### src/rtl/syn_pkg.sv
// syn_pkg: shared FSM state type and saturating weight arithmetic for the synapse bank.
package syn_pkg;
   typedef enum logic [1:0] {IDLE, FIRE, DONE} syn_state_t;

   function automatic int wmax_of(input int w);
      return (1 << w) - 1;
   endfunction

   // Evaluated in full int width, so neither direction can wrap before clamping.
   function automatic int sat_update(input int w, input logic inc, input logic dec, input int step, input int wmax);
      return (inc && !dec) ? ((w + step > wmax) ? wmax : w + step) :
             (dec && !inc) ? ((w < step) ? 0 : w - step) : w;
   endfunction
endpackage

### src/rtl/synapse_cell.sv
// synapse_cell: one synapse - spike edge detector, pulse FSM/counter and saturating weight register.
// Optional preload port under SYN_WEIGHT_LOAD_EN.
module synapse_cell
   import syn_pkg::*;
#(
   parameter int WEIGHT_W    = 3,
   parameter int INIT_WEIGHT = 0,
   parameter int STEP        = 1
) (
   input  logic                aclk,
   input  logic                rst,
   input  logic                gclk,
   input  logic                input_spike,
   input  logic                inc,
   input  logic                dec,
`ifdef SYN_WEIGHT_LOAD_EN
   input  logic                wt_load,
   input  logic [WEIGHT_W-1:0] wt_load_data,
`endif
   output logic                out,
   output logic [WEIGHT_W-1:0] weight
);
   localparam int WMAX = wmax_of(WEIGHT_W);

   syn_state_t          r_state, w_state_n;
   logic [WEIGHT_W-1:0] r_cnt, w_cnt_n, r_weight, w_weight_n;
   logic                r_spike_q, r_out, w_out_n, w_edge;

   assign w_edge = input_spike & ~r_spike_q;
   assign out    = r_out;
   assign weight = r_weight;

   // A weight-0 spike is still consumed: straight to DONE without a pulse.
   always_comb begin
      w_state_n = r_state;
      w_cnt_n   = r_cnt;
      w_out_n   = r_out;
      if (gclk) begin
         w_state_n = IDLE;
         w_out_n   = 1'b0;
      end else begin
         case (r_state)
            IDLE: if (w_edge) begin
               w_state_n = (r_weight == '0) ? DONE : FIRE;
               w_out_n   = (r_weight != '0);
               w_cnt_n   = r_weight - WEIGHT_W'(1);
            end
            FIRE: if (r_cnt == '0) begin
               w_state_n = DONE;
               w_out_n   = 1'b0;
            end else begin
               w_cnt_n = r_cnt - WEIGHT_W'(1);
            end
            default: w_out_n = 1'b0;
         endcase
      end
   end

   always_comb begin
      w_weight_n = gclk ? WEIGHT_W'(sat_update(int'(r_weight), inc, dec, STEP, WMAX)) : r_weight;
`ifdef SYN_WEIGHT_LOAD_EN
      if (wt_load) w_weight_n = wt_load_data;
`endif
   end

   always_ff @(posedge aclk) begin
      if (rst) begin
         r_state   <= IDLE;
         r_cnt     <= '0;
         r_out     <= 1'b0;
         r_spike_q <= 1'b0;
         r_weight  <= WEIGHT_W'(INIT_WEIGHT);
      end else begin
         r_state   <= w_state_n;
         r_cnt     <= w_cnt_n;
         r_out     <= w_out_n;
         r_spike_q <= input_spike;
         r_weight  <= w_weight_n;
      end
   end
endmodule

### src/rtl/synapse_bank.sv
// synapse_bank: N_SYN independent synapse_cell channels with packed weight output.
// Define SYN_WEIGHT_LOAD_EN to add the wt_load/wt_load_data preload ports.
module synapse_bank
   import syn_pkg::*;
#(
   parameter int N_SYN       = 8,
   parameter int WEIGHT_W    = 3,
   parameter int INIT_WEIGHT = 0,
   parameter int STEP        = 1
) (
   input  logic                      aclk,
   input  logic                      rst,
   input  logic                      gclk,
   input  logic [N_SYN-1:0]          input_spike,
   input  logic [N_SYN-1:0]          inc,
   input  logic [N_SYN-1:0]          dec,
`ifdef SYN_WEIGHT_LOAD_EN
   input  logic                      wt_load,
   input  logic [N_SYN*WEIGHT_W-1:0] wt_load_data,
`endif
   output logic [N_SYN-1:0]          out,
   output logic [N_SYN*WEIGHT_W-1:0] weight
);
   for (genvar i = 0; i < N_SYN; i++) begin : g_syn
      synapse_cell #(
         .WEIGHT_W(WEIGHT_W), .INIT_WEIGHT(INIT_WEIGHT), .STEP(STEP)
      ) u_cell (
         .aclk        (aclk),
         .rst         (rst),
         .gclk        (gclk),
         .input_spike (input_spike[i]),
         .inc         (inc[i]),
         .dec         (dec[i]),
`ifdef SYN_WEIGHT_LOAD_EN
         .wt_load     (wt_load),
         .wt_load_data(wt_load_data[i*WEIGHT_W +: WEIGHT_W]),
`endif
         .out         (out[i]),
         .weight      (weight[i*WEIGHT_W +: WEIGHT_W])
      );
   end
endmodule

### config.mk
export PLATFORM = sky130hd
export DESIGN_NAME = synapse_bank
export DESIGN_NICKNAME = d
export VERILOG_FILES = /design/src/rtl/syn_pkg.sv /design/src/rtl/synapse_cell.sv /design/src/rtl/synapse_bank.sv
export SDC_FILE = /design/constraint.sdc
export NUM_CORES = 1
export LEC_CHECK = 0
export ABC_AREA = 1
export BUFFER_PORTS_ARGS = -buffer_cell sky130_fd_sc_hd__buf_4
export CORE_MARGIN = 4
export CORE_UTILIZATION = 61
export CTS_BUF_LIST = sky130_fd_sc_hd__clkbuf_2 sky130_fd_sc_hd__clkbuf_4 sky130_fd_sc_hd__clkbuf_8
export DETAILED_ROUTE_END_ITERATION = 6
export GPL_ROUTABILITY_DRIVEN = 1
export PLACE_DENSITY = 0.81
export SKIP_CTS_REPAIR_TIMING = 1
export SLEW_MARGIN = 20
export SYNTH_ARGS = -nofsm -noshare
export SYNTH_HDL_FRONTEND = slang
export SYNTH_SLANG_ARGS = --single-unit
### constraint.sdc
create_clock -name aclk -period 1.67 [get_ports aclk]
set_clock_uncertainty 0.2 [all_clocks]
set_input_delay 0.0835 -clock aclk [delete_from_list [all_inputs] [get_ports aclk]]
set_output_delay 0.0835 -clock aclk [all_outputs]
set_load 0.01 [all_outputs]
==> report_table.html, run 1 <==
<table>
<tr><th>Metric</th><th>Value</th></tr>
<tr><th colspan="2">Floorplan</th></tr>
<tr><td>Die width</td><td>101 um</td></tr>
<tr><td>Die area</td><td>a little over 0.01 mm2</td></tr>
<tr><td>Die outline height</td><td>101 um</td></tr>
<tr><td>I/O pins</td><td>59</td></tr>
<tr><td>Row Count</td><td>33</td></tr>
<tr><td>Standard cell core area</td><td>0.00830 mm2</td></tr>
<tr><td>Initial core utilization</td><td>63.4%</td></tr>
<tr><th colspan="2">Timing</th></tr>
<tr><td>Min Tclk post-route</td><td>1.57 ns</td></tr>
<tr><td>Peak Freq</td><td>about 640 MHz</td></tr>
<tr><td>Smallest setup slack after layout</td><td>0.101 ns</td></tr>
<tr><td>Pins over their slew limit</td><td>0</td></tr>
<tr><td>Period Utilization, post-route</td><td>93.9%</td></tr>
<tr><td>Unrepaired setup endpoints after global routing</td><td>false</td></tr>
<tr><td>Worst-case hold slack</td><td>~0.00014 ns</td></tr>
<tr><td>Setup-violating endpoint count in the final report</td><td>0</td></tr>
<tr><td>Relative slew margins</td><td>74.9%</td></tr>
<tr><td>Accumulated negative setup slack</td><td>0 ns</td></tr>
<tr><td>Slew @ Worst Pin</td><td>0.377 ns</td></tr>
<tr><td>Number of hold-slack violations in the final timing report</td><td>0</td></tr>
<tr><th colspan="2">Clock network</th></tr>
<tr><td>H-tree levels</td><td>3</td></tr>
<tr><td>Max Root-Sink Buffers</td><td>2</td></tr>
<tr><td>Number of clock buffers inserted by TritonCTS</td><td>9</td></tr>
<tr><td>Root buffer cell</td><td>sky130_fd_sc_hd__clkbuf_8</td></tr>
<tr><td>Number of clock sinks seen by CTS</td><td>80</td></tr>
<tr><td>Clock transition at the registers of the reported paths</td><td>0.08 ns</td></tr>
<tr><td>Insertion delay to the later sink of the worst-skew pair</td><td>0.34 ns</td></tr>
<tr><td>TritonCTS clock tree</td><td>done</td></tr>
<tr><th colspan="2">Power</th></tr>
<tr><td>Maximum vdd drop</td><td>435 uV</td></tr>
<tr><td>Total power divided by cell area</td><td>828 mW/mm2</td></tr>
<tr><td>Total power draw</td><td>4.98 mW</td></tr>
<tr><td>Leakage component of the power</td><td>3.12 nW</td></tr>
<tr><th colspan="2">Outcome</th></tr>
<tr><td>Run status</td><td>finished clean</td></tr>
<tr><th colspan="2">Finish</th></tr>
<tr><td>Area of the multi-input gates</td><td>0.00302 mm2</td></tr>
<tr><td>Layout Nets</td><td>a little over 900</td></tr>
<tr><td>Post-layout instance area</td><td>0.00602 mm2</td></tr>
<tr><td># diodes</td><td>0</td></tr>
<tr><td>Fillers</td><td>~690</td></tr>
<tr><td>Fraction of final layout cells with drive strength greater than 1</td><td>13.8%</td></tr>
<tr><td>Combined flip-flop and latch cell area</td><td>0.00161 mm2</td></tr>
<tr><td>Layout-stage area growth over the synthesis result</td><td>14.3%</td></tr>
<tr><th colspan="2">Synth</th></tr>
<tr><td>Post-synthesis cell area</td><td>0.00526 mm2</td></tr>
<tr><td>Synthesis Warnings</td><td>0</td></tr>
<tr><td>Most common library cells after synthesis</td><td>sky130_fd_sc_hd__nand2_1 (196), sky130_fd_sc_hd__inv_1 (129), sky130_fd_sc_hd__nor2_1 (94)</td></tr>
<tr><td>Post-synth net total</td><td>863</td></tr>
<tr><td>Number of enable flip-flop cells after synthesis</td><td>0</td></tr>
<tr><td>Predominant post-synthesis flop cell</td><td>sky130_fd_sc_hd__dfxtp_1</td></tr>
<tr><td>Share of synthesized registers carrying an async set or reset</td><td>0%</td></tr>
<tr><td>Register area share after synthesis</td><td>30.4%</td></tr>
<tr><td>Synthesized netlist cell count</td><td>788</td></tr>
<tr><td>Library cell occupying the most area in the post-synthesis netlist</td><td>sky130_fd_sc_hd__dfxtp_1</td></tr>
<tr><td>Area contributors post-synth</td><td>sky130_fd_sc_hd__dfxtp_1 (30%), sky130_fd_sc_hd__nand2_1 (14%), sky130_fd_sc_hd__ha_1 (11%)</td></tr>
<tr><td>Mean post-synth cell area</td><td>between 6 and 7 um2</td></tr>
<tr><td>Area share of the largest cell type after synthesis</td><td>30.4%</td></tr>
<tr><td>Cell variety after synth</td><td>30</td></tr>
<tr><td>Number of register bits inferred by synthesis</td><td>80</td></tr>
<tr><td>Most numerous cell in the Yosys netlist</td><td>sky130_fd_sc_hd__nand2_1</td></tr>
<tr><th colspan="2">Place</th></tr>
<tr><td>Detailed-placement wirelength estimate</td><td>8.28 mm</td></tr>
<tr><td>Quantity of I/O buffers inserted on ports</td><td>58</td></tr>
<tr><td>Area after DPL</td><td>0.00576 mm2</td></tr>
<tr><td>Gp weighted congestion</td><td>approximately 0.91</td></tr>
<tr><td>Setup Slack @ Placement</td><td>~0.14 ns</td></tr>
<tr><th colspan="2">Global route</th></tr>
<tr><td>Total Routing Usage GR</td><td>22.1%</td></tr>
<tr><td>Vias in the first global route</td><td>approximately 4500</td></tr>
<tr><td>Final global-route overflow total</td><td>0</td></tr>
<tr><td>Largest net degree at the start of global routing</td><td>25</td></tr>
<tr><td>Antenna violations before repair</td><td>0</td></tr>
<tr><td>First-pass GRT wire length</td><td>between 15 and 20 mm</td></tr>
<tr><th colspan="2">Min path</th></tr>
<tr><td>Tightest Hold Check Type</td><td>primary input to register</td></tr>
<tr><th colspan="2">Worst setup path</th></tr>
<tr><td>Worst Setup End Kind</td><td>register</td></tr>
<tr><td>Buffer and inverter count on the worst path</td><td>3</td></tr>
<tr><td>Data required time at the worst endpoint</td><td>1.72 ns</td></tr>
<tr><td>Slowest cell on the critical path</td><td>sky130_fd_sc_hd__dfxtp_1</td></tr>
<tr><td>Slowest Stage Delay on Critical Path</td><td>0.43 ns</td></tr>
<tr><td>Critical path fanouts, max</td><td>6</td></tr>
<tr><td>Class of the most critical setup path</td><td>register to register</td></tr>
<tr><td>CP delay by family, top</td><td>flip-flops</td></tr>
<tr><td>Cell Chain, Critical Path</td><td>inv_1 &gt; ha_1 &gt; inv_1 &gt; nand2_1 &gt; nand2_1 &gt; nand3_1 &gt; nand2_1 &gt; inv_1</td></tr>
<tr><td>Arrival time at the worst endpoint</td><td>1.61 ns</td></tr>
<tr><td>Kind of start point of the critical path</td><td>register</td></tr>
<tr><th colspan="2">Route</th></tr>
<tr><td>Avg Vias per Cell</td><td>5.10</td></tr>
<tr><td>First drt pass iteration count</td><td>5</td></tr>
<tr><td>Average routed wire per standard cell</td><td>11.6 um</td></tr>
<tr><td>Drc violations</td><td>0</td></tr>
<tr><td>DRT iter0 DRCs</td><td>between 200 and 300</td></tr>
<tr><td>Antenna viol nets, final</td><td>0</td></tr>
<tr><td>Vias</td><td>4908</td></tr>
<tr><td>Drt total wl</td><td>11.2 mm</td></tr>
<tr><th colspan="2">Run</th></tr>
<tr><td>Count of maximum capacitance violations</td><td>0</td></tr>
</table>
## metrics by stage
step / instances / utilization [%]
after floorplan: 788 / -
after global placement: 940 / 69.4
after detailed placement: 940 / 69.4
after CTS: 954 / 71.4
after global routing: 963 / 72.5
final: 963 / 72.5
## sequential cells by signal, summed over array words and instances, names as in the netlist
name	flops
g_syn.u_cell.out	8
g_syn.u_cell.r_spike_q	8
g_syn.u_cell.r_state	16
g_syn.u_cell.r_cnt	24
g_syn.u_cell.weight	24
## final cells by class
cell class / count / area share (%)
timing repair buffer: 72 / 9.56
inverter: 137 / 8.63
clock buffer: 13 / 2.66
sequential: 80 / 26.7
tap: 105 / 2.18
multi-input combinational: 555 / 50.2
clock inverter: 1 / 0.0832
## cell usage in the layout, fill, tap and decap left out, types with 10 or more instances in the layout
cell and instances:
sky130_fd_sc_hd__ha_1 48, sky130_fd_sc_hd__xor2_1 15, sky130_fd_sc_hd__inv_1 129, sky130_fd_sc_hd__nand2_1 196, sky130_fd_sc_hd__nor2_4 15, sky130_fd_sc_hd__dfxtp_1 77, sky130_fd_sc_hd__nand3_1 73, sky130_fd_sc_hd__nor2_1 94
sky130_fd_sc_hd__buf_4 62, sky130_fd_sc_hd__o21ai_0 47, sky130_fd_sc_hd__a21oi_1 36, sky130_fd_sc_hd__clkbuf_8 10
## path summary, 6_finish.rpt
kind | end | slack (ns) | cells past startpoint | from
worst min-delay path | g_syn[3].u_cell.weight[0] | 0.0001 | 4 | inc[3]
worst min register to register | g_syn[6].u_cell.out | 0.28 | 2 | g_syn[6].u_cell.out
worst max register to register | g_syn[6].u_cell.weight[1] | 0.10 | 8 | g_syn[6].u_cell.weight[0]
worst max-delay path | g_syn[6].u_cell.weight[1] | 0.10 | 8 | g_syn[6].u_cell.weight[0]
## kinds of logic (layout without fill, tap and decap cells)
logic type | after synthesis | in the layout | synth area share [%]
AO/OA/AOI/OAI | 92 | 92 | 9.34
adder cells (fa/ha/maj) | 48 | 48 | 11.4
buffers and inverters | 153 | 223 | 12.2
XOR/XNOR | 20 | 20 | 3.33
AND/OR/NAND/NOR | 395 | 395 | 33.3
flip-flops | 80 | 80 | 30.4
## routing by layer
metal  up-vias  global-route usage (%)  part of all wire [%]
li1       2571                       -                     -
met2        97                    39.4                    49
met4         0                    7.26                   1.6
met1      2224                    27.4                    46
met3        16                    2.98                   3.7
met5         -                       0                     0
## report_power, final
group	switching [mW]	internal [mW]	total (mW)
registers	0.141	2.07	2.21
logic	0.898	0.613	1.51
clock network	0.649	0.614	1.26
total	1.69	3.29	4.98
## tightest hold or removal path, cell delays in order
cell                      delay [ns]
sky130_fd_sc_hd__buf_4          0.08
sky130_fd_sc_hd__ha_1           0.16
sky130_fd_sc_hd__nor2_4         0.06
sky130_fd_sc_hd__a21oi_1        0.13
Note: power is estimated with default switching activity, not from simulation.
==> run 2: changes to the inputs <==
Settings changed: MAX_ROUTING_LAYER set to met4.
==> run 2 against run 1 <==
  * The flow now finishes with violations (hold timing)
  * Non-clock buffer count unchanged
  * Hold slack got worse by 0.00053 ns
  * Clock power about the same
  * Sequential share of layout area unchanged
  * Via count decreased by 0.12%
  * Clock-buffer cell count unchanged
  * Sequential power about the same
  * Power about the same
  * Global-route usage increased by 0.64 points
  * First-iteration DRC count decreased by 2.8%
  * Die area unchanged
  * Wire length increased by 0.16%
  * Largest power group unchanged
  * Highest routed layer unchanged
==> report_table.html, run 2 (synthesis gave the netlist of run 1 again) <==
<table>
<tr><th>Metric</th><th>Value</th></tr>
<tr><th colspan="2">Outcome</th></tr>
<tr><td>Run status</td><td>complete, but fails checks</td></tr>
<tr><td>Violations in the final reports</td><td>hold timing</td></tr>
<tr><th colspan="2">Timing</th></tr>
<tr><td>Worst-case hold slack</td><td>-0.000390 ns (-0.000528 ns)</td></tr>
<tr><td>Slew @ Worst Pin</td><td>0.385 ns (+0.00884 ns)</td></tr>
<tr><td>Unrepaired setup endpoints after global routing</td><td>false</td></tr>
<tr><td>Peak Freq</td><td>637 MHz (about the same)</td></tr>
<tr><td>Relative slew margins</td><td>74.3% (-0.59 points)</td></tr>
<tr><td>Number of hold-slack violations in the final timing report</td><td>1 (+1)</td></tr>
<tr><td>Min Tclk post-route</td><td>1.57 ns (+0.0000310 ns)</td></tr>
<tr><td>Accumulated negative setup slack</td><td>0 ns (unchanged)</td></tr>
<tr><td>Period Utilization, post-route</td><td>93.9% (about the same)</td></tr>
<tr><td>Setup-violating endpoint count in the final report</td><td>0 (unchanged)</td></tr>
<tr><td>Pins over their slew limit</td><td>0 (unchanged)</td></tr>
<tr><th colspan="2">Global route</th></tr>
<tr><td>Antenna violations before repair</td><td>0 (unchanged)</td></tr>
<tr><td>Final global-route overflow total</td><td>0 (unchanged)</td></tr>
<tr><td>First-pass GRT wire length</td><td>18.7 mm (about the same)</td></tr>
<tr><td>Vias in the first global route</td><td>4456 (-0.022%)</td></tr>
<tr><td>Largest net degree at the start of global routing</td><td>25 (unchanged)</td></tr>
<tr><td>Total Routing Usage GR</td><td>22.8% (+0.64 points)</td></tr>
<tr><th colspan="2">Finish</th></tr>
<tr><td>Post-layout instance area</td><td>0.00602 mm2 (unchanged)</td></tr>
<tr><td>Leading cell type in the layout, fill and taps excluded</td><td>sky130_fd_sc_hd__nand2_1</td></tr>
<tr><td>Layout-stage area growth over the synthesis result</td><td>14.3% (unchanged)</td></tr>
<tr><td>Layout Nets</td><td>930 (unchanged)</td></tr>
<tr><td>Count of placed standard cells in the final layout, fillers left out</td><td>963 (unchanged)</td></tr>
<tr><td>Most used cells in the layout excluding fill and tap cells</td><td>sky130_fd_sc_hd__nand2_1 (196), sky130_fd_sc_hd__inv_1 (129), sky130_fd_sc_hd__nor2_1 (94)</td></tr>
<tr><td># diodes</td><td>0 (unchanged)</td></tr>
<tr><td>Fin util</td><td>72.5% (unchanged)</td></tr>
<tr><td>Fraction of final layout cells with drive strength greater than 1</td><td>13.8% (unchanged)</td></tr>
<tr><th colspan="2">Clock network</th></tr>
<tr><td>Number of clock sinks seen by CTS</td><td>80 (unchanged)</td></tr>
<tr><td>Number of clock buffers inserted by TritonCTS</td><td>9 (unchanged)</td></tr>
<tr><td>Max Root-Sink Buffers</td><td>2 (unchanged)</td></tr>
<tr><td>Insertion delay to the later sink of the worst-skew pair</td><td>0.34 ns (about the same)</td></tr>
<tr><td>TritonCTS clock tree</td><td>done</td></tr>
<tr><td>Clock transition at the registers of the reported paths</td><td>0.08 ns (about the same)</td></tr>
<tr><td>Root buffer cell</td><td>sky130_fd_sc_hd__clkbuf_8</td></tr>
<tr><td>H-tree levels</td><td>3 (unchanged)</td></tr>
<tr><th colspan="2">Run</th></tr>
<tr><td>Count of maximum capacitance violations</td><td>0 (unchanged)</td></tr>
<tr><th colspan="2">Worst setup path</th></tr>
<tr><td>Register-to-register setup slack</td><td>0.10 ns (about the same)</td></tr>
<tr><td>Slowest Stage Delay on Critical Path</td><td>0.43 ns (about the same)</td></tr>
<tr><td>CP delay by family, top</td><td>flip-flops</td></tr>
<tr><td>Kind of start point of the critical path</td><td>register</td></tr>
<tr><td>Buffer and inverter count on the worst path</td><td>3 (unchanged)</td></tr>
<tr><td>Worst Setup End Kind</td><td>register</td></tr>
<tr><td>Critical path fanouts, max</td><td>6 (unchanged)</td></tr>
<tr><td>Class of the most critical setup path</td><td>register to register</td></tr>
<tr><td>Data required time at the worst endpoint</td><td>1.72 ns (about the same)</td></tr>
<tr><td>Cell Chain, Critical Path</td><td>inv_1 &gt; ha_1 &gt; inv_1 &gt; nand2_1 &gt; nand2_1 &gt; nand3_1 &gt; nand2_1 &gt; inv_1</td></tr>
<tr><td>Slowest cell on the critical path</td><td>sky130_fd_sc_hd__dfxtp_1</td></tr>
<tr><td>Arrival time at the worst endpoint</td><td>1.61 ns (about the same)</td></tr>
<tr><th colspan="2">Floorplan</th></tr>
<tr><td>Row Count</td><td>33 (unchanged)</td></tr>
<tr><td>Die width</td><td>101 um (unchanged)</td></tr>
<tr><td>Initial core utilization</td><td>63.4% (unchanged)</td></tr>
<tr><td>Standard cell core area</td><td>0.00830 mm2 (unchanged)</td></tr>
<tr><td>I/O pins</td><td>59 (unchanged)</td></tr>
<tr><td>Die area</td><td>0.0102 mm2 (unchanged)</td></tr>
<tr><td>Die outline height</td><td>101 um (unchanged)</td></tr>
<tr><th colspan="2">Route</th></tr>
<tr><td>DRT iter0 DRCs</td><td>245 (-2.8%)</td></tr>
<tr><td>Met2 layer wire length in the routed design</td><td>5.44 mm (-0.59%)</td></tr>
<tr><td>Topmost layer with routed signal wires</td><td>met4</td></tr>
<tr><td>Met3 wirelength from detailed routing</td><td>408 um (-0.24%)</td></tr>
<tr><td>Drc violations</td><td>0 (unchanged)</td></tr>
<tr><td>Drt total wl</td><td>11.2 mm (+0.16%)</td></tr>
<tr><td>Avg Vias per Cell</td><td>5.09 (-0.12%)</td></tr>
<tr><td>First drt pass iteration count</td><td>5 (unchanged)</td></tr>
<tr><td>Vias</td><td>4902 (-0.12%)</td></tr>
<tr><td>Average routed wire per standard cell</td><td>11.6 um (+0.16%)</td></tr>
<tr><td>Antenna viol nets, final</td><td>0 (unchanged)</td></tr>
<tr><td>Wire length the detailed router placed on met1</td><td>5.14 mm (+0.82%)</td></tr>
<tr><th colspan="2">Min path</th></tr>
<tr><td>Tightest Hold Check Type</td><td>primary input to register</td></tr>
<tr><th colspan="2">Place</th></tr>
<tr><td>Gp weighted congestion</td><td>0.926 (+1.7%)</td></tr>
<tr><td>Detailed-placement wirelength estimate</td><td>8.28 mm (unchanged)</td></tr>
<tr><td>Area after DPL</td><td>0.00576 mm2 (unchanged)</td></tr>
<tr><td>Quantity of I/O buffers inserted on ports</td><td>58 (unchanged)</td></tr>
<tr><td>Count of placed standard cells including taps</td><td>940 (unchanged)</td></tr>
<tr><th colspan="2">Power</th></tr>
<tr><td>Maximum vdd drop</td><td>435 uV (about the same)</td></tr>
<tr><td>Total power divided by cell area</td><td>828 mW/mm2 (about the same)</td></tr>
<tr><td>Leakage component of the power</td><td>3.12 nW (unchanged)</td></tr>
</table>
## run 2: path summary, 6_finish.rpt
check	start	to	cells past startpoint
min reg2reg	g_syn[6].u_cell.out	g_syn[6].u_cell.out	2
max reg2reg	g_syn[6].u_cell.weight[0]	g_syn[6].u_cell.weight[1]	8
min	inc[1]	g_syn[1].u_cell.weight[1]	4
max	g_syn[6].u_cell.weight[0]	g_syn[6].u_cell.weight[1]	8
## run 2: where the power goes
group | leakage [nW] | internal [mW] | total (mW) | switching, mW
combinational | 2.37 | 0.613 | 1.51 | 0.899
sequential | 0.659 | 2.07 | 2.21 | 0.141
clock | 0.0896 | 0.614 | 1.26 | 0.651
## run 2: stage by stage
step | setup WS [ns] | total power, mW
after detailed placement | 0.140 | 3.73
after global placement | 0.186 | 3.66
final | 0.101 | 4.98
after floorplan | 0.219 | 3.34
after CTS | 0.0940 | 5.00
after global routing | 0.0143 | 5.33
## run 2: worst reg2reg max path, stage by stage (launching register included)
cell	delay, ns
sky130_fd_sc_hd__dfxtp_1	0.43
sky130_fd_sc_hd__inv_1	0.13
sky130_fd_sc_hd__ha_1	0.31
sky130_fd_sc_hd__inv_1	0.10
sky130_fd_sc_hd__nand2_1	0.06
sky130_fd_sc_hd__nand2_1	0.05
sky130_fd_sc_hd__nand3_1	0.08
sky130_fd_sc_hd__nand2_1	0.07
sky130_fd_sc_hd__inv_1	0.03
## run 2: routing by layer
layer | GRT usage (%) | vias to the layer above
met1 | 27.5 | 2215
met2 | 39.4 | 100
li1 | - | 2573
met5 | - | -
met3 | 2.91 | 14
met4 | 7.26 | 0
## run 2: area by class of cell
| type | count | area, um2 |
|---|---|---|
| multi-input cells | 555 | 3020 |
| well taps | 105 | 131 |
| clock inverters | 1 | 5.00 |
| inverters | 137 | 519 |
| clock buffers | 13 | 160 |
| flip-flops and latches | 80 | 1610 |
| repair buffers | 72 | 576 |
| fillers | 692 | 2280 |
==> run 3: changes to the inputs <==
Settings changed: PLACE_DENSITY 0.81 to 0.92.
==> run 3 against run 2 <==
  * The flow still finishes with violations (hold timing)
  * Critical endpoint is now g_syn[7].u_cell.weight[2]
  * Critical path type unchanged
  * Largest power group unchanged
  * Clock-buffer cell count is 2 lower
  * Register-to-register slack got worse by 0.03 ns
  * Via count rose by 1.2%
==> report_table.html, run 3 (synthesis gave the netlist of run 1 again) <==
<table>
<tr><th>Metric</th><th>Value</th></tr>
<tr><th colspan="2">Timing</th></tr>
<tr><td>Number of hold-slack violations in the final timing report</td><td>2 (+1)</td></tr>
<tr><td>Slew @ Worst Pin</td><td>0.346 ns (-0.0397 ns)</td></tr>
<tr><td>Accumulated negative setup slack</td><td>0 ns (unchanged)</td></tr>
<tr><td>Unrepaired setup endpoints after global routing</td><td>false</td></tr>
<tr><td>Peak Freq</td><td>625 MHz (-1.9%)</td></tr>
<tr><td>Min Tclk post-route</td><td>1.60 ns (+0.0312 ns)</td></tr>
<tr><td>Pins over their slew limit</td><td>0 (unchanged)</td></tr>
<tr><td>Relative slew margins</td><td>76.9% (+2.7 points)</td></tr>
<tr><td>Period Utilization, post-route</td><td>95.8% (+1.9 points)</td></tr>
<tr><td>Worst-case hold slack</td><td>-0.0110 ns (-0.0106 ns)</td></tr>
<tr><td>Setup-violating endpoint count in the final report</td><td>0 (unchanged)</td></tr>
<tr><th colspan="2">Finish</th></tr>
<tr><td>Fillers</td><td>641 (-7.4%)</td></tr>
<tr><td>Layout Nets</td><td>936 (+0.65%)</td></tr>
<tr><td># diodes</td><td>0 (unchanged)</td></tr>
<tr><td>Combined flip-flop and latch cell area</td><td>0.00161 mm2 (unchanged)</td></tr>
<tr><td>Most used cells in the layout excluding fill and tap cells</td><td>sky130_fd_sc_hd__nand2_1 (196), sky130_fd_sc_hd__inv_1 (129), sky130_fd_sc_hd__nor2_1 (94)</td></tr>
<tr><td>Area of the multi-input gates</td><td>0.00302 mm2 (unchanged)</td></tr>
<tr><td>Leading cell type in the layout, fill and taps excluded</td><td>sky130_fd_sc_hd__nand2_1</td></tr>
<tr><td>Fraction of final layout cells with drive strength greater than 1</td><td>14.1% (+0.35 points)</td></tr>
<tr><td>Layout-stage area growth over the synthesis result</td><td>16.2%</td></tr>
<tr><th colspan="2">Worst setup path</th></tr>
<tr><td>Kind of start point of the critical path</td><td>register</td></tr>
<tr><td>Slowest cell on the critical path</td><td>sky130_fd_sc_hd__dfxtp_1</td></tr>
<tr><td>Cell Chain, Critical Path</td><td>inv_1 &gt; ha_1 &gt; xor2_1 &gt; nand3_1 &gt; nand3_1 &gt; nand2_1 &gt; inv_1</td></tr>
<tr><td>CP delay by family, top</td><td>flip-flops</td></tr>
<tr><td>Class of the most critical setup path</td><td>register to register</td></tr>
<tr><td>Slowest Stage Delay on Critical Path</td><td>0.39 ns (-0.04 ns)</td></tr>
<tr><td>Reg2reg start</td><td>g_syn[7].u_cell.weight[1]</td></tr>
<tr><td>Worst Setup EP</td><td>g_syn[7].u_cell.weight[2]</td></tr>
<tr><td>Capture point of the worst reg-to-reg path</td><td>g_syn[7].u_cell.weight[2]</td></tr>
<tr><td>Buffer and inverter count on the worst path</td><td>2 (-1)</td></tr>
<tr><td>Worst path depth</td><td>7 (-1)</td></tr>
<tr><td>Critical path fanouts, max</td><td>5 (-1)</td></tr>
<tr><td>FF-to-FF path depth</td><td>7 (-1)</td></tr>
<tr><td>Data required time at the worst endpoint</td><td>1.76 ns (+0.04 ns)</td></tr>
<tr><td>Register-to-register setup slack</td><td>0.07 ns (-0.03 ns)</td></tr>
<tr><td>Arrival time at the worst endpoint</td><td>1.69 ns (+0.08 ns)</td></tr>
<tr><td>Worst Setup End Kind</td><td>register</td></tr>
<tr><td>Timing startpoint of the critical path</td><td>g_syn[7].u_cell.weight[1]</td></tr>
<tr><th colspan="2">Clock network</th></tr>
<tr><td>Root buffer cell</td><td>sky130_fd_sc_hd__clkbuf_8</td></tr>
<tr><td>Number of clock buffers inserted by TritonCTS</td><td>9 (unchanged)</td></tr>
<tr><td>Max Root-Sink Buffers</td><td>2 (unchanged)</td></tr>
<tr><td>Number of clock sinks seen by CTS</td><td>80 (unchanged)</td></tr>
<tr><td>H-tree levels</td><td>3 (unchanged)</td></tr>
<tr><td>TritonCTS clock tree</td><td>done</td></tr>
<tr><td>Insertion delay to the later sink of the worst-skew pair</td><td>0.35 ns (about the same)</td></tr>
<tr><td>Clock transition at the registers of the reported paths</td><td>0.08 ns (about the same)</td></tr>
<tr><th colspan="2">Route</th></tr>
<tr><td>First drt pass iteration count</td><td>5 (unchanged)</td></tr>
<tr><td>Vias</td><td>4962 (+1.2%)</td></tr>
<tr><td>Avg Vias per Cell</td><td>5.12 (+0.49%)</td></tr>
<tr><td>Drc violations</td><td>0 (unchanged)</td></tr>
<tr><td>DRT iter0 DRCs</td><td>267 (+9.0%)</td></tr>
<tr><td>Antenna viol nets, final</td><td>0 (unchanged)</td></tr>
<tr><td>Drt total wl</td><td>11.2 mm (about the same)</td></tr>
<tr><td>Average routed wire per standard cell</td><td>11.5 um (-0.65%)</td></tr>
<tr><th colspan="2">Outcome</th></tr>
<tr><td>Violations in the final reports</td><td>hold timing</td></tr>
<tr><td>Run status</td><td>complete, but fails checks</td></tr>
<tr><th colspan="2">Global route</th></tr>
<tr><td>Total Routing Usage GR</td><td>23.2% (+0.40 points)</td></tr>
<tr><td>Final global-route overflow total</td><td>0 (unchanged)</td></tr>
<tr><td>First-pass GRT wire length</td><td>19.1 mm (+2.1%)</td></tr>
<tr><td>Largest net degree at the start of global routing</td><td>28 (+12%)</td></tr>
<tr><td>Antenna violations before repair</td><td>0 (unchanged)</td></tr>
<tr><td>Vias in the first global route</td><td>4476 (+0.45%)</td></tr>
<tr><th colspan="2">Floorplan</th></tr>
<tr><td>Die width</td><td>101 um (unchanged)</td></tr>
<tr><td>Die outline height</td><td>101 um (unchanged)</td></tr>
<tr><td>Row Count</td><td>33 (unchanged)</td></tr>
<tr><td>Die area</td><td>0.0102 mm2 (unchanged)</td></tr>
<tr><td>Initial core utilization</td><td>63.4% (unchanged)</td></tr>
<tr><td>I/O pins</td><td>59 (unchanged)</td></tr>
<tr><td>Standard cell core area</td><td>0.00830 mm2 (unchanged)</td></tr>
<tr><th colspan="2">Power</th></tr>
<tr><td>Leakage component of the power</td><td>3.18 nW (+1.7%)</td></tr>
<tr><td>Total power draw</td><td>5.27 mW (+5.8%)</td></tr>
<tr><td>Maximum vdd drop</td><td>589 uV (+35%)</td></tr>
<tr><td>Total power divided by cell area</td><td>863 mW/mm2 (+4.2%)</td></tr>
<tr><th colspan="2">Place</th></tr>
<tr><td>Quantity of I/O buffers inserted on ports</td><td>58 (unchanged)</td></tr>
<tr><td>Gp weighted congestion</td><td>0.957 (+3.3%)</td></tr>
<tr><td>Detailed-placement wirelength estimate</td><td>8.03 mm (-3.1%)</td></tr>
<tr><th colspan="2">Run</th></tr>
<tr><td>Count of maximum capacitance violations</td><td>0 (unchanged)</td></tr>
<tr><th colspan="2">Min path</th></tr>
<tr><td>Tightest Hold Check Type</td><td>primary input to register</td></tr>
</table>
[run 3: where the power goes]
part,total (mW),internal [mW],switching (mW)
registers,2.20,2.07,0.138
clock network,1.53,0.863,0.670
logic,1.54,0.623,0.915
total,5.27,3.55,1.72
[run 3: worst min-delay path by stage]
stage | start | endpoint | slack, ns | cells past startpoint
after floorplan | input_spike[0] | g_syn[0].u_cell.r_spike_q | -0.01 | 2
after detailed placement | input_spike[0] | g_syn[0].u_cell.r_spike_q | 0.10 | 3
after CTS | input_spike[0] | g_syn[0].u_cell.r_spike_q | -0.27 | 3
after global placement | input_spike[6] | g_syn[6].u_cell.r_spike_q | 0.1 | 3
after global routing | inc[7] | g_syn[7].u_cell.weight[0] | 0.005 | 4
final | inc[6] | g_syn[6].u_cell.weight[0] | -0.01 | 4
[run 3: metrics by stage]
stage	hold slack [ns]	utilization [%]	worst slack, ns	instances	instance area (um2)
floorplan	-0.00953	-	0.219	788	5260
global placement	0.0967	69.7	0.203	943	5780
detailed placement	0.104	69.7	0.135	943	5780
CTS	-0.269	72.2	0.000931	958	5990
global route	0.00504	73.7	0.00282	970	6110
finish	-0.0110	73.7	0.0702	970	6110
[run 3: per-layer routing]
layer  wire length (um)  GRT usage (%)  vias up
li1                   -              -     2594
met1               4940           27.2     2228
met2               5400           39.1      119
met3                607           5.40       21
met4                231           7.46        0
met5                  0              -        -
[run 3: tightest hold or removal path, cell delays in order]
cell and delay [ns]:
sky130_fd_sc_hd__buf_4 0.08, sky130_fd_sc_hd__ha_1 0.16, sky130_fd_sc_hd__nor2_4 0.06, sky130_fd_sc_hd__a21oi_1 0.12
[run 3: cell type report]
cell class                 instances  area share (%)
sequential                        80            26.3
clock inverter                     4            1.15
inverter                         137            8.49
tap                              105            2.15
multi-input combinational        555            49.4
clock buffer                      11            2.27
timing repair buffer              78            10.3
